**src/rtl/imem_boot_loader_pkg.sv**
```systemverilog
// Shared types and constants for the instruction-memory boot loader.
// The header is a little-endian word count that precedes the data bytes.
package imem_boot_loader_pkg;

   typedef enum logic [2:0] {
      IDLE,
      HDR0,
      HDR1,
      DATA,
      WRITE,
      DONE,
      ERR
   } load_state_t;

   localparam int HDR_BYTES      = 2;
   localparam int BYTES_PER_WORD = 4;
   localparam int COUNT_WIDTH    = 8 * HDR_BYTES;

   // The fetch path is frozen for every state that belongs to an active load.
   function automatic logic holds_cpu(input load_state_t s);
      return (s == HDR0) || (s == HDR1) || (s == DATA) || (s == WRITE);
   endfunction

   function automatic logic takes_bytes(input load_state_t s);
      return (s == HDR0) || (s == HDR1) || (s == DATA);
   endfunction

endpackage

```
**src/rtl/imem_word_packer.sv**
```systemverilog
// Assembles little-endian host bytes into a 32-bit word, one lane per byte.
// word_full flags the byte that completes the current word.
module imem_word_packer
   import imem_boot_loader_pkg::*;
(
   input  logic        clk,
   input  logic        rst,
   input  logic        clear,
   input  logic        byte_valid,
   input  logic [7:0]  byte_in,
   output logic [31:0] word,
   output logic        word_full
);

   logic [1:0] byte_idx;

   assign word_full = byte_valid && (byte_idx == 2'(BYTES_PER_WORD - 1));

   // Lanes are overwritten in order, so stale bytes from an aborted word never survive a full word.
   always_ff @(posedge clk) begin
      if (rst) begin
         word     <= '0;
         byte_idx <= '0;
      end else if (clear) begin
         byte_idx <= '0;
      end else if (byte_valid) begin
         word[{byte_idx, 3'b000} +: 8] <= byte_in;
         byte_idx                      <= byte_idx + 2'd1;
      end
   end

endmodule

```
**src/rtl/imem_boot_loader.sv**
```systemverilog
// Loads instruction memory from a host byte stream (2-byte count header, then words)
// while holding the fetch stage, and restarts fetch at address 0 on success.
module imem_boot_loader
   import imem_boot_loader_pkg::*;
#(
   parameter int ADDR_WIDTH = 10,
   parameter int MAX_WORDS  = 256
) (
   input  logic                  clk,
   input  logic                  rst,
   input  logic                  start,
   input  logic                  abort,
   input  logic [7:0]            in_data,
   input  logic                  in_valid,
   output logic                  in_ready,
   output logic                  mem_we,
   output logic [ADDR_WIDTH-1:0] mem_addr,
   output logic [31:0]           mem_wdata,
   output logic                  cpu_hold,
   output logic                  fetch_restart,
   output logic                  load_done,
   output logic                  load_err,
   output logic [ADDR_WIDTH-2:0] words_loaded
);

   localparam logic [COUNT_WIDTH-1:0] MAX_COUNT = COUNT_WIDTH'(MAX_WORDS);

   load_state_t            state;
   load_state_t            next_state;
   logic [COUNT_WIDTH-1:0] count;
   logic [COUNT_WIDTH-1:0] hdr_count;
   logic [COUNT_WIDTH-1:0] next_word;
   logic [ADDR_WIDTH-2:0]  word_idx;
   logic                   accept;
   logic                   pack_en;
   logic                   pack_clear;
   logic                   word_full;

   assign accept       = in_valid && in_ready;
   assign hdr_count    = {in_data, count[7:0]};
   assign next_word    = COUNT_WIDTH'(word_idx) + COUNT_WIDTH'(1);
   assign pack_en      = accept && (state == DATA) && !abort;
   assign words_loaded = word_idx;

   imem_word_packer u_packer (
      .clk        (clk),
      .rst        (rst),
      .clear      (pack_clear),
      .byte_valid (pack_en),
      .byte_in    (in_data),
      .word       (mem_wdata),
      .word_full  (word_full)
   );

   always_ff @(posedge clk) begin
      if (rst) state <= IDLE;
      else     state <= next_state;
   end

   // Abort outranks every normal transition; a WRITE already on the bus still lands.
   always_comb begin
      next_state = state;
      pack_clear = 1'b0;
      case (state)
         IDLE: begin
            if (start) next_state = HDR0;
         end
         HDR0: begin
            if (abort)       next_state = ERR;
            else if (accept) next_state = HDR1;
         end
         HDR1: begin
            if (abort) begin
               next_state = ERR;
            end else if (accept) begin
               if ((hdr_count == '0) || (hdr_count > MAX_COUNT)) begin
                  next_state = ERR;
               end else begin
                  next_state = DATA;
                  pack_clear = 1'b1;
               end
            end
         end
         DATA: begin
            if (abort)          next_state = ERR;
            else if (word_full) next_state = WRITE;
         end
         WRITE: begin
            if (abort)                  next_state = ERR;
            else if (next_word == count) next_state = DONE;
            else                        next_state = DATA;
         end
         DONE:    next_state = IDLE;
         ERR:     next_state = IDLE;
         default: next_state = IDLE;
      endcase
   end

   // Outputs are registered from next_state so each one is valid during the state it describes.
   always_ff @(posedge clk) begin
      if (rst) begin
         in_ready      <= 1'b0;
         cpu_hold      <= 1'b0;
         mem_we        <= 1'b0;
         mem_addr      <= '0;
         load_done     <= 1'b0;
         fetch_restart <= 1'b0;
         load_err      <= 1'b0;
         count         <= '0;
         word_idx      <= '0;
      end else begin
         in_ready      <= takes_bytes(next_state);
         cpu_hold      <= holds_cpu(next_state);
         mem_we        <= (next_state == WRITE);
         load_done     <= (next_state == DONE);
         fetch_restart <= (next_state == DONE);
         load_err      <= (next_state == ERR);
         if ((state == HDR0) && accept) count[7:0]  <= in_data;
         if ((state == HDR1) && accept) count[15:8] <= in_data;
         if (next_state == WRITE) mem_addr <= {word_idx[ADDR_WIDTH-3:0], 2'b00};
         if (((state == IDLE) && start) || pack_clear) begin
            word_idx <= '0;
         end else if (state == WRITE) begin
            word_idx <= word_idx + (ADDR_WIDTH-1)'(1);
         end
      end
   end

endmodule

```
**config.mk**
```make
export PLATFORM = sky130hd
export DESIGN_NAME = imem_boot_loader
export DESIGN_NICKNAME = d
export VERILOG_FILES = /design/src/rtl/imem_boot_loader_pkg.sv /design/src/rtl/imem_word_packer.sv /design/src/rtl/imem_boot_loader.sv
export SDC_FILE = /design/constraint.sdc
export NUM_CORES = 1
export LEC_CHECK = 0
export BUFFER_PORTS_ARGS = -buffer_cell sky130_fd_sc_hd__buf_2
export CAP_MARGIN = 20
export CORE_UTILIZATION = 45
export DETAILED_ROUTE_END_ITERATION = 8
export GPL_ROUTABILITY_DRIVEN = 0
export HOLD_SLACK_MARGIN = 0.06
export PLACE_DENSITY = 0.64
export SLEW_MARGIN = 15
export SYNTH_ARGS = -nofsm -noshare
export SYNTH_HDL_FRONTEND = slang
export SYNTH_SLANG_ARGS = --single-unit
```
**constraint.sdc**
```tcl
create_clock -name clk -period 2.4 [get_ports clk]
set_input_delay 0.24 -clock clk [delete_from_list [all_inputs] [get_ports clk]]
set_output_delay 0.24 -clock clk [all_outputs]
set_load 0.01 [all_outputs]
```
# Word level (Yosys, flattened, before mapping)
# Index checks and enable logic that the tools add are counted.
[classes]
eq_ne = 12
n_addsub = 4
bitwise = 1
mux = 16
shift = 2
n_lt_le_gt_ge = 1
n_reduce_logical = 18
[ops]
columns = ["operator", "count"]
rows = [
  ["32-bit bitwise mux", 1],
  ["8-bit by 7-bit variable shift with 32-bit output, first input constant", 1],
  ["8-bit by 7-bit indexed part select with 32-bit output", 1],
  ["3-bit 2-to-1 mux", 10],
  ["10-bit by 16-bit == test with 1-bit output", 1],
  ["16-bit by 9-bit greater-than comparator with 1-bit output, second input constant", 1],
  ["16-bit logical NOT", 1],
  ["3-bit one-hot mux with 5 select lines", 1],
  ["3-bit by 2-bit == test with 1-bit output, second input constant", 4],
  ["3-bit == test, second input constant", 4],
  ["9-bit by 1-bit adder with 10-bit output, second input constant", 1],
  ["9-bit by 1-bit adder with 9-bit output, second input constant", 1],
  ["1-bit logical AND", 7],
  ["5-bit negation with 7-bit output", 1],
  ["3-bit by 1-bit == test with 1-bit output, second input constant", 2],
  ["1-bit logical OR", 5],
  ["1-bit 2-to-1 mux", 4],
  ["2-bit OR reduction", 2],
  ["3-bit logical NOT", 1],
  ["2-bit by 1-bit adder with 2-bit output, second input constant", 1],
  ["2-bit == test, second input constant", 1],
  ["2-bit AND reduction", 1],
  ["1-bit logical NOT", 1],
  ["1-bit NOT", 1],
]
[word_totals]
output_inout_bits = 57
elab_cells = 66
ff_bits = 75

# Depth between registers and ports, before layout
# Gate-level depths: netlist (run 1).
[depth]
word_depth = 11
mapped_depth = 7
ltp_nobuf = 7

# Cells and area by module
# A second synthesis (run 1) with hierarchy kept.
[unflattened]
cells_unflattened = 374
hier_area_um2 = 3517.1
[by_module_without_submodules]
columns = ["mod", "n_inst", "cells_per_inst", "area_per_inst_um2", "seq_area_each_um2"]
rows = [
  ["imem_boot_loader", 1, 245, 2192.1, 820.8],
  ["imem_word_packer", 1, 129, 1325.0, 680.7],
]

# Worst setup path before layout (run 1)
# Ideal clock, no wire load.
[synth_timing]
path_kind = "register -> register"
from = "reg word_idx[0] (netlist: words_loaded[0])"
to = "reg load_err"
arrival_time_ns = 2.052
period_less_slack_ns = 2.139
setup_time_ns = 0.087
path_buffers = 0
path_slack_ns = 0.261
stages_incl_launch_ff = 8
cell_sequence = "dfxtp_1 > ha_1 > xnor2_1 > nand4_1 > nor4b_2 > o2111ai_1 > o31a_2 > a221oi_2"
[synth_via]
elab_chain_cells = 6
[synth_lines]
columns = ["item", "line_no", "source"]
rows = [
  ["start: declaration", "imem_boot_loader.sv:33", "logic [ADDR_WIDTH-2:0] word_idx;"],
  ["start signal: assignment", "imem_boot_loader.sv:124", "word_idx <= word_idx + (ADDR_WIDTH-1)'(1);"],
  ["9-bit by 1-bit adder with 10-bit output", "imem_boot_loader.sv:41", "assign next_word = COUNT_WIDTH'(word_idx) + COUNT_WIDTH'(1);"],
  ["via next_word[1]", "imem_boot_loader.sv:32", "logic [COUNT_WIDTH-1:0] next_word;"],
  ["10-bit by 16-bit == test with 1-bit output", "imem_boot_loader.sv:90", "else if (next_word == count) next_state = DONE;"],
  ["3-bit 2-to-1 mux", "imem_boot_loader.sv:90", ""],
  ["3-bit 2-to-1 mux", "imem_boot_loader.sv:89", "if (abort) next_state = ERR;"],
  ["3-bit one-hot mux with 5 select lines", "imem_boot_loader.sv:64", "case (state)"],
  ["3-bit == test", "imem_boot_loader.sv:117", "load_err <= (next_state == ERR);"],
  ["end signal: assignment", "imem_boot_loader.sv:117", ""],
  ["end: declaration", "imem_boot_loader.sv:22", "output logic load_err,"],
]
# The timed path passes the listed nets, and every way through them passes these cells.
# A chain may end at the register's enable or synchronous reset.

# Final worst setup path (run 1)
[layout_timing]
from = "reg word_idx[0] (netlist: words_loaded[0])"
to = "reg load_done"
[layout_via]
elab_chain_cells = 6
[layout_lines]
columns = ["item", "line_no", "source"]
rows = [
  ["9-bit by 1-bit adder with 10-bit output", "imem_boot_loader.sv:41", ""],
  ["via next_word[1]", "imem_boot_loader.sv:32", ""],
  ["10-bit by 16-bit == test with 1-bit output", "imem_boot_loader.sv:90", ""],
  ["3-bit 2-to-1 mux", "imem_boot_loader.sv:90", ""],
  ["3-bit 2-to-1 mux", "imem_boot_loader.sv:89", ""],
  ["3-bit one-hot mux with 5 select lines", "imem_boot_loader.sv:64", ""],
  ["3-bit == test", "imem_boot_loader.sv:115", "load_done <= (next_state == DONE);"],
  ["end signal: assignment", "imem_boot_loader.sv:115", ""],
  ["end: declaration", "imem_boot_loader.sv:21", "output logic load_done,"],
]
# The timed path passes the listed nets, and every way through them passes these cells.

==> out/metrics.csv, run 1 <==
stage;metric;value;unit
hold_path;Worst Min Path Start;in_data[7];
hold_path;worst hold stages;3;
route;Vias;3159;
final_layout;fin area;4120;sq um
route;routed vias/inst;5.35;
floorplanning;I/O pins;70;
global_route;total track usage;22.8;%
critical_path;Critical Path AT;2.43;ns
sta;Tmin final;2.16;ns
route;DRC viols;0;
clock_network;Post CTS Setup Buffer Count;0;
sta;crit share post-route;90.1;%
final_layout;Post-Route Utilization;56.2;%
global_route;antenna violations before repair;0;
critical_path;Critical Path Source Type;flop;
critical_path;reg2reg start;words_loaded[0];
critical_path;R2R cell count;7;
critical_path;CP required;2.67;ns
route;Starting DRT DRC Count;150;
sta;total negative slack;0;ns
floorplanning;Core Region;7330;sq um
synth;ys flop type;dfxtp_1;
status;outcome;completed;
sta;setup ws final;0.237;ns
synth;post-synth cell types;57;
synth;number of flops mapped to enable cells by yosys;0;
final_layout;synthesis-to-finish area growth;19.1;%
clock_network;H-tree depth;3;
critical_path;reg2reg end;load_done;
route;Wirelength per Cell;14.7;um
critical_path;critical path endpoint category;flop;
floorplanning;Std-Cell Rows;31;
global_route;global-route wire length before repair;13700;um
critical_path;Critical Path Fanout Max;4;
sta;unrepaired setup endpoints after global routing;false;
power_and_ir_drop;IR drop worst, VDD;341;uV
floorplanning;Chip Height;89.7;um
floorplanning;Initial Util;47.2;%
synth;Synth Warn #;0;
placed_design;Cell Area, Placed;3930;sq um
synth;#FFs+latches synth;75;
power_and_ir_drop;Leak;1.61;nW
global_route;largest net degree at the start of global routing;35;
synth;Mean Syn Cell Area;8.28;sq um
placed_design;IO Port Bufs;67;
clock_network;CTS root buffer;clkbuf_8;
clock_network;Clock transition at path regs;0.08;ns
placed_design;Setup Slack @ Placement;0.210;ns
synth;register area share after synthesis;43.4;%
placed_design;DPL Wire Length;6110;um
final_layout;# diodes;0;
sta;Finish-stage setup viols;0;
route;post-route ant nets;0;
clock_network;cts-stage hold buffer count;0;
final_layout;share of layout cells above drive strength 1;23.4;%
final_layout;Final #Nets;507;
global_route;met1 Usage GRT;32.1;%
clock_network;number of gates resized after cts;0;
hold_path;min-delay worst type;primary input to flop;
placed_design;placed cell count;576;
critical_path;r2r setup slk;0.24;ns
sta;final hold vios;0;
flow_run;Max-Cap Viols;0;
clock_network;number of buffers created by CTS;9;
global_route;vias in the first global route;2772;
sta;Slew headroom;65.1;%
hold_path;Hold EP;count[15];
route;drt pass-1 iters;4;
clock_network;CTS max path bufs;2;
global_route;M3 GR Usage;5.58;%
floorplanning;overall die width;89.7;um
final_layout;post-route insts no fill;591;
clock_network;worst skew pair latency;0.35;ns
sta;final max-slew violation count;0;
synth;Synth async-reset ratio;0;%
sta;worst slew pin tran;0.523;ns
global_route;met2 Usage GRT;33.7;%
synth;Cells after Synth;418;
global_route;grt ovf;0;
synth;area of the mapped netlist;3460;sq um
sta;Fmax achieved;462;MHz
power_and_ir_drop;pwr dens;620;nW/um^2
sta;final setup skew;0.00769;ns
global_route;global route hottest layer;met2;
floorplanning;die area;8050;sq um
clock_network;CTS Sinks;75;
route;total wire length;8680;um
critical_path;Setup CP Type;flop to flop;
clock_network;TritonCTS clock tree;built;
[worst max-delay path by stage]
stage / start / endpoint / slack (ns) / cells past startpoint
finish: words_loaded[0] / load_done / 0.24 / 7
floorplan: words_loaded[0] / load_err / 0.26 / 7
global placement: words_loaded[0] / mem_we / 0.24 / 7
detailed placement: words_loaded[0] / mem_we / 0.21 / 7
CTS: words_loaded[0] / mem_we / 0.20 / 7
global route: words_loaded[0] / mem_we / 0.05 / 7
[layout by cell type, fill, tap and decap left out, types with 7 or more instances in the layout]
cell and n:
xor2_1 7, mux2i_1 8, xnor2_1 10, a21oi_1 56
nand2_1 83, buf_2 67, clkbuf_8 10, buf_4 13
dfxtp_1 75, nor2_1 28, nand3_1 41
[registers in the layout, indices dropped and copies added (netlist names)]
| signal | flops |
|---|---|
| mem_addr | 8 |
| in_ready | 1 |
| cpu_hold | 1 |
| state | 3 |
| words_loaded | 9 |
| load_done | 1 |
| load_err | 1 |
| u_packer.word | 32 |
| count | 16 |
| mem_we | 1 |
| u_packer.byte_idx | 2 |
[layout make-up]
cell class	instances	area, sq um
inverters	6	22.5
well taps	99	124
clock buffers	11	141
multi-input cells	315	1830
clock inverters	4	51.3
flip-flops and latches	75	1500
repair buffers	81	453
fillers	709	3210
[layer usage]
metal	share of wire, %	wire length (um)
met2	45	3870
met1	50	4300
met5	0	0
met4	1.1	95
met3	4.7	405
[through the flow]
step	power, W	hold WS [ns]
detailed placement	0.00160	0.441
floorplan	0.00151	0.376
CTS	0.00256	0.208
global route	0.00266	0.207
global placement	0.00160	0.436
finish	0.00256	0.211
[worst max-delay path, cell delays in order, from the launching register on]
cell and delay (ns):
dfxtp_1 0.32, ha_1 0.31, xnor2_1 0.15, nand4_1 0.13, nor4b_2 0.27, o2111ai_1 0.25, o31a_2 0.44, a211oi_2 0.22
[kinds of logic (layout without fill, tap and decap cells)]
logic type	after synthesis	in the layout	share of synthesized area, %
adder cells (fa/ha/maj)	6	6	2.17
flip-flops	75	75	43.4
XOR/XNOR	17	17	4.30
AO/OA/AOI/OAI	81	81	14.7
other	1	2	0.108
multiplexers	8	8	2.31
buffers and inverters	29	102	3.87
AND/OR/NAND/NOR	201	201	29.1
[cells in the mapped netlist (2+ instances only)]
master	count	area [sq um]
clkbuf_1	11	41.3
inv_1	6	22.5
nor2_1	28	105
nor3b_1	4	30.0
buf_4	4	30.0
a211oi_2	2	25.0
or4_1	2	15.0
o31ai_1	3	22.5
and3_1	2	12.5
nand4_1	3	18.8
nor3_2	2	20.0
and2_1	5	31.3
nand2b_1	5	31.3
nor4_1	2	12.5
dfxtp_1	75	1500
nor4_4	2	42.5
xnor2_1	10	87.6
ha_1	6	75.1
xor2_1	7	61.3
or2_2	2	12.5
nor3_1	6	30.0
nand3_1	41	205
buf_2	8	40.0
a31oi_1	3	18.8
mux2i_1	8	80.1
a21o_1	2	15.0
a21oi_1	56	280
o31a_2	2	20.0
nand2_1	83	312
[power breakdown]
group          total, W  internal (W)  switching [W]
registers       0.00130       0.00127      0.0000314
clock network  0.000984      0.000504       0.000480
logic          0.000267      0.000104       0.000163
total           0.00256       0.00188       0.000675
(Power assumes the default switching activity.)
==> run 2, diff against run 1 <==
--- a/config.mk
+++ b/config.mk
@@ -15,4 +15,5 @@
 export SLEW_MARGIN = 15
 export SYNTH_ARGS = -nofsm -noshare
 export SYNTH_HDL_FRONTEND = slang
+export SYNTH_HIERARCHICAL = 1
 export SYNTH_SLANG_ARGS = --single-unit
==> run 2 against run 1 <==
Net effect:
- the run now ends with setup timing left
- sequential power barely moved
- clock power is 12% higher
- combinational power up 45%
- flip-flop and latch count stayed put
- synthesized cell count is 11% lower
- clock skew grew 0.00057 ns
- utilization rose by 4.8 points
- fmax down 10%
- critical path depth rose by 1
- sequential share of layout area down 3.1 points
- largest cell class unchanged
==> out/metrics.csv, run 2 <==
stage;metric;value;unit
flow_run;Max-Cap Viols;0;
critical_path;Crit path max-delay family;simple AND/OR/NAND/NOR gates;
clock_network;cts-stage hold buffer count;0;
route;total wire length;8690;um
critical_path;CP required;2.68;ns
global_route;grt ovf;0;
final_layout;fillers;662;
floorplanning;Chip Height;90.4;um
critical_path;Bufs and invs on worst path;1;
critical_path;critical-path cell with the highest stage delay;or4_4;
floorplanning;I/O pins;70;
critical_path;Setup CP Type;flop to flop;
final_layout;# diodes;0;
synth;post-synth cell types;62;
power_and_ir_drop;IR drop worst, VDD;297;uV
power_and_ir_drop;pwr dens;612;nW/um^2
global_route;antenna violations before repair;0;
synth;Cells after Synth;374;
placed_design;DPL Wire Length;6280;um
route;post-route ant nets;0;
synth;Synth async-reset ratio;0;%
floorplanning;Core Region;7410;sq um
status;outcome;finished, violations left;
final_layout;max reg flops;32;
placed_design;IO Port Bufs;67;
floorplanning;Initial Util;47.5;%
power_and_ir_drop;total power;0.00277;W
route;Vias;3025;
route;Wirelength per Cell;15.0;um
sta;Fmax achieved;415;MHz
route;DRC viols;0;
sta;Finish-stage setup viols;1;
final_layout;leading cell type in the layout, fill and taps excluded;dfxtp_1;
sta;Min Hold Slack;0.257;ns
sta;final setup skew;0.00826;ns
route;Starting DRT DRC Count;107;
clock_network;CTS max path bufs;2;
critical_path;Critical Path Source Type;flop;
synth;ys flop type;dfxtp_1;
route;routed vias/inst;5.22;
critical_path;Largest stage delay, worst path;0.54;ns
synth;Synth Warn #;6;
critical_path;crit-path cells;or4_4 > o21ai_1 > or3b_4 > nor4_4 > buf_4 > nand3b_1 > nand2_1 > a21oi_2;
sta;setup ws final;-0.00739;ns
final_layout;Multi-input gate area;1990;sq um
sta;Slew headroom;64.6;%
clock_network;worst skew pair latency;0.35;ns
floorplanning;die area;8170;sq um
power_and_ir_drop;Leak;1.83;nW
clock_network;CTS root buffer;clkbuf_8;
global_route;largest net degree at the start of global routing;32;
sta;final max-slew violation count;0;
synth;register area share after synthesis;42.7;%
synth;synth cell count leaders;dfxtp_1, nor2_1, nand2_1;
critical_path;critical path endpoint category;flop;
critical_path;Critical Path Fanout Max;8;
synth;area of the mapped netlist;3520;sq um
floorplanning;Std-Cell Rows;31;
sta;Tmin final;2.41;ns
critical_path;Critical Path AT;2.69;ns
synth;largest cells by area after synthesis;dfxtp_1, mux2i_1, a22o_1;
synth;#FFs+latches synth;75;
clock_network;Clock transition at path regs;0.08;ns
sta;unrepaired setup endpoints after global routing;true;
final_layout;Final #Nets;494;
synth;most frequent cell after synthesis;dfxtp_1;
final_layout;Biggest register;u_packer/word;
sta;worst slew pin tran;0.530;ns
synth;number of flops mapped to enable cells by yosys;0;
clock_network;H-tree depth;3;
final_layout;commonest cells after routing, fill and taps aside;dfxtp_1, buf_2, buf_4, nor2_1, nand2_1;
clock_network;CTS Sinks;75;
final_layout;Register Area;1510;sq um
synth;Mean Syn Cell Area;9.40;sq um
synth;area leader, netlist;dfxtp_1;
route;drt pass-1 iters;4;
clock_network;TritonCTS clock tree;built;
global_route;vias in the first global route;2871;
hold_path;min-delay worst type;primary input to flop;
final_layout;synthesis-to-finish area growth;28.7;%
synth;Synth top area share;42.7;%
floorplanning;overall die width;90.4;um
sta;crit share post-route;100;%
status;failing checks;setup timing;
clock_network;number of buffers created by CTS;9;
global_route;total track usage;21.9;%
sta;final hold vios;0;
final_layout;share of layout cells above drive strength 1;35.4;%
global_route;global-route wire length before repair;14300;um
==> run 2: changes by cell type after synthesis, sizes merged, moves of 4 or more <==
cell,previous run,this run
nand3,42,21
mux2i,8,26
o21ai,1,5
nor2,28,37
nand2b,5,21
a22o,0,16
xnor2,10,14
a21oi,56,25
nand2,83,29
==> run 2: power breakdown <==
part | internal, W | switching (W)
Sequential | 0.00127 | 0.0000150
Clock | 0.000596 | 0.000500
Combinational | 0.000167 | 0.000221
Total | 0.00203 | 0.000736
==> run 2: final cells by class <==
class | count | area share (%)
clock inverter | 7 | 2.21
sequential | 75 | 33.3
tap | 99 | 2.74
multi-input combinational | 272 | 44.0
timing repair buffer | 109 | 14.4
inverter | 8 | 0.664
clock buffer | 9 | 2.74
==> run 2: final timing paths <==
path / start / cells after the start / endpoint / slack (ns)
max reg2reg: count[7] / 8 / u_packer/word[0] / -0.007
min: in_data[0] / 3 / u_packer/word[24] / 0.26
max: count[7] / 8 / u_packer/word[0] / -0.007
min reg2reg: u_packer/word[29] / 2 / u_packer/word[29] / 0.46
==> run 2: through the flow <==
| stage | cell area (sq um) | utilization [%] | worst slack (ns) | TNS [ns] | instances |
|---|---|---|---|---|---|
| 2_1_floorplan | 3580 | - | 0.0000142 | 0 | 375 |
| 5_1_grt | 4530 | 61.1 | -0.121 | -2.09 | 579 |
| 4_1_cts | 4440 | 60.0 | 0.0104 | 0 | 578 |
| 6_report | 4530 | 61.1 | -0.00739 | -0.00739 | 579 |
| 3_5_place_dp | 4220 | 56.9 | -0.0386 | -0.0664 | 562 |
| 3_3_place_gp | 4220 | 56.9 | 0.0527 | 0 | 562 |
==> run 2: worst reg2reg max path, stage by stage, from the launching register on <==
cell and delay (ns):
dfxtp_1 0.32, or4_4 0.54, o21ai_1 0.14, or3b_4 0.41, nor4_4 0.23, buf_4 0.18
nand3b_1 0.26, nand2_1 0.12, a21oi_2 0.15
==> run 2: per-layer routing <==
layer	vias up	GRT usage, %	share of wire [%]
met2	55	34.7	46
met4	0	8.74	1.6
met1	1441	29.7	49
li1	1517	-	-
met5	-	0	0
met3	12	3.37	2.8
==> run 2: repair_timing <==
item	CTS	global route
resized for setup	1	20
pin swaps	2	33
buffers inserted	0	1
endpoints found under the hold margin	0	0
endpoints found under the setup margin	9	43
==> run 2: logic make-up after synthesis <==
family	after synthesis	synth area share (%)
flip-flops	75	42.7
AO/OA/AOI/OAI	67	14.3
buffers and inverters	28	4.45
multiplexers	26	7.40
XOR/XNOR	19	4.73
AND/OR/NAND/NOR	152	24.2
adder cells (fa/ha/maj)	6	2.13
other	1	0.107
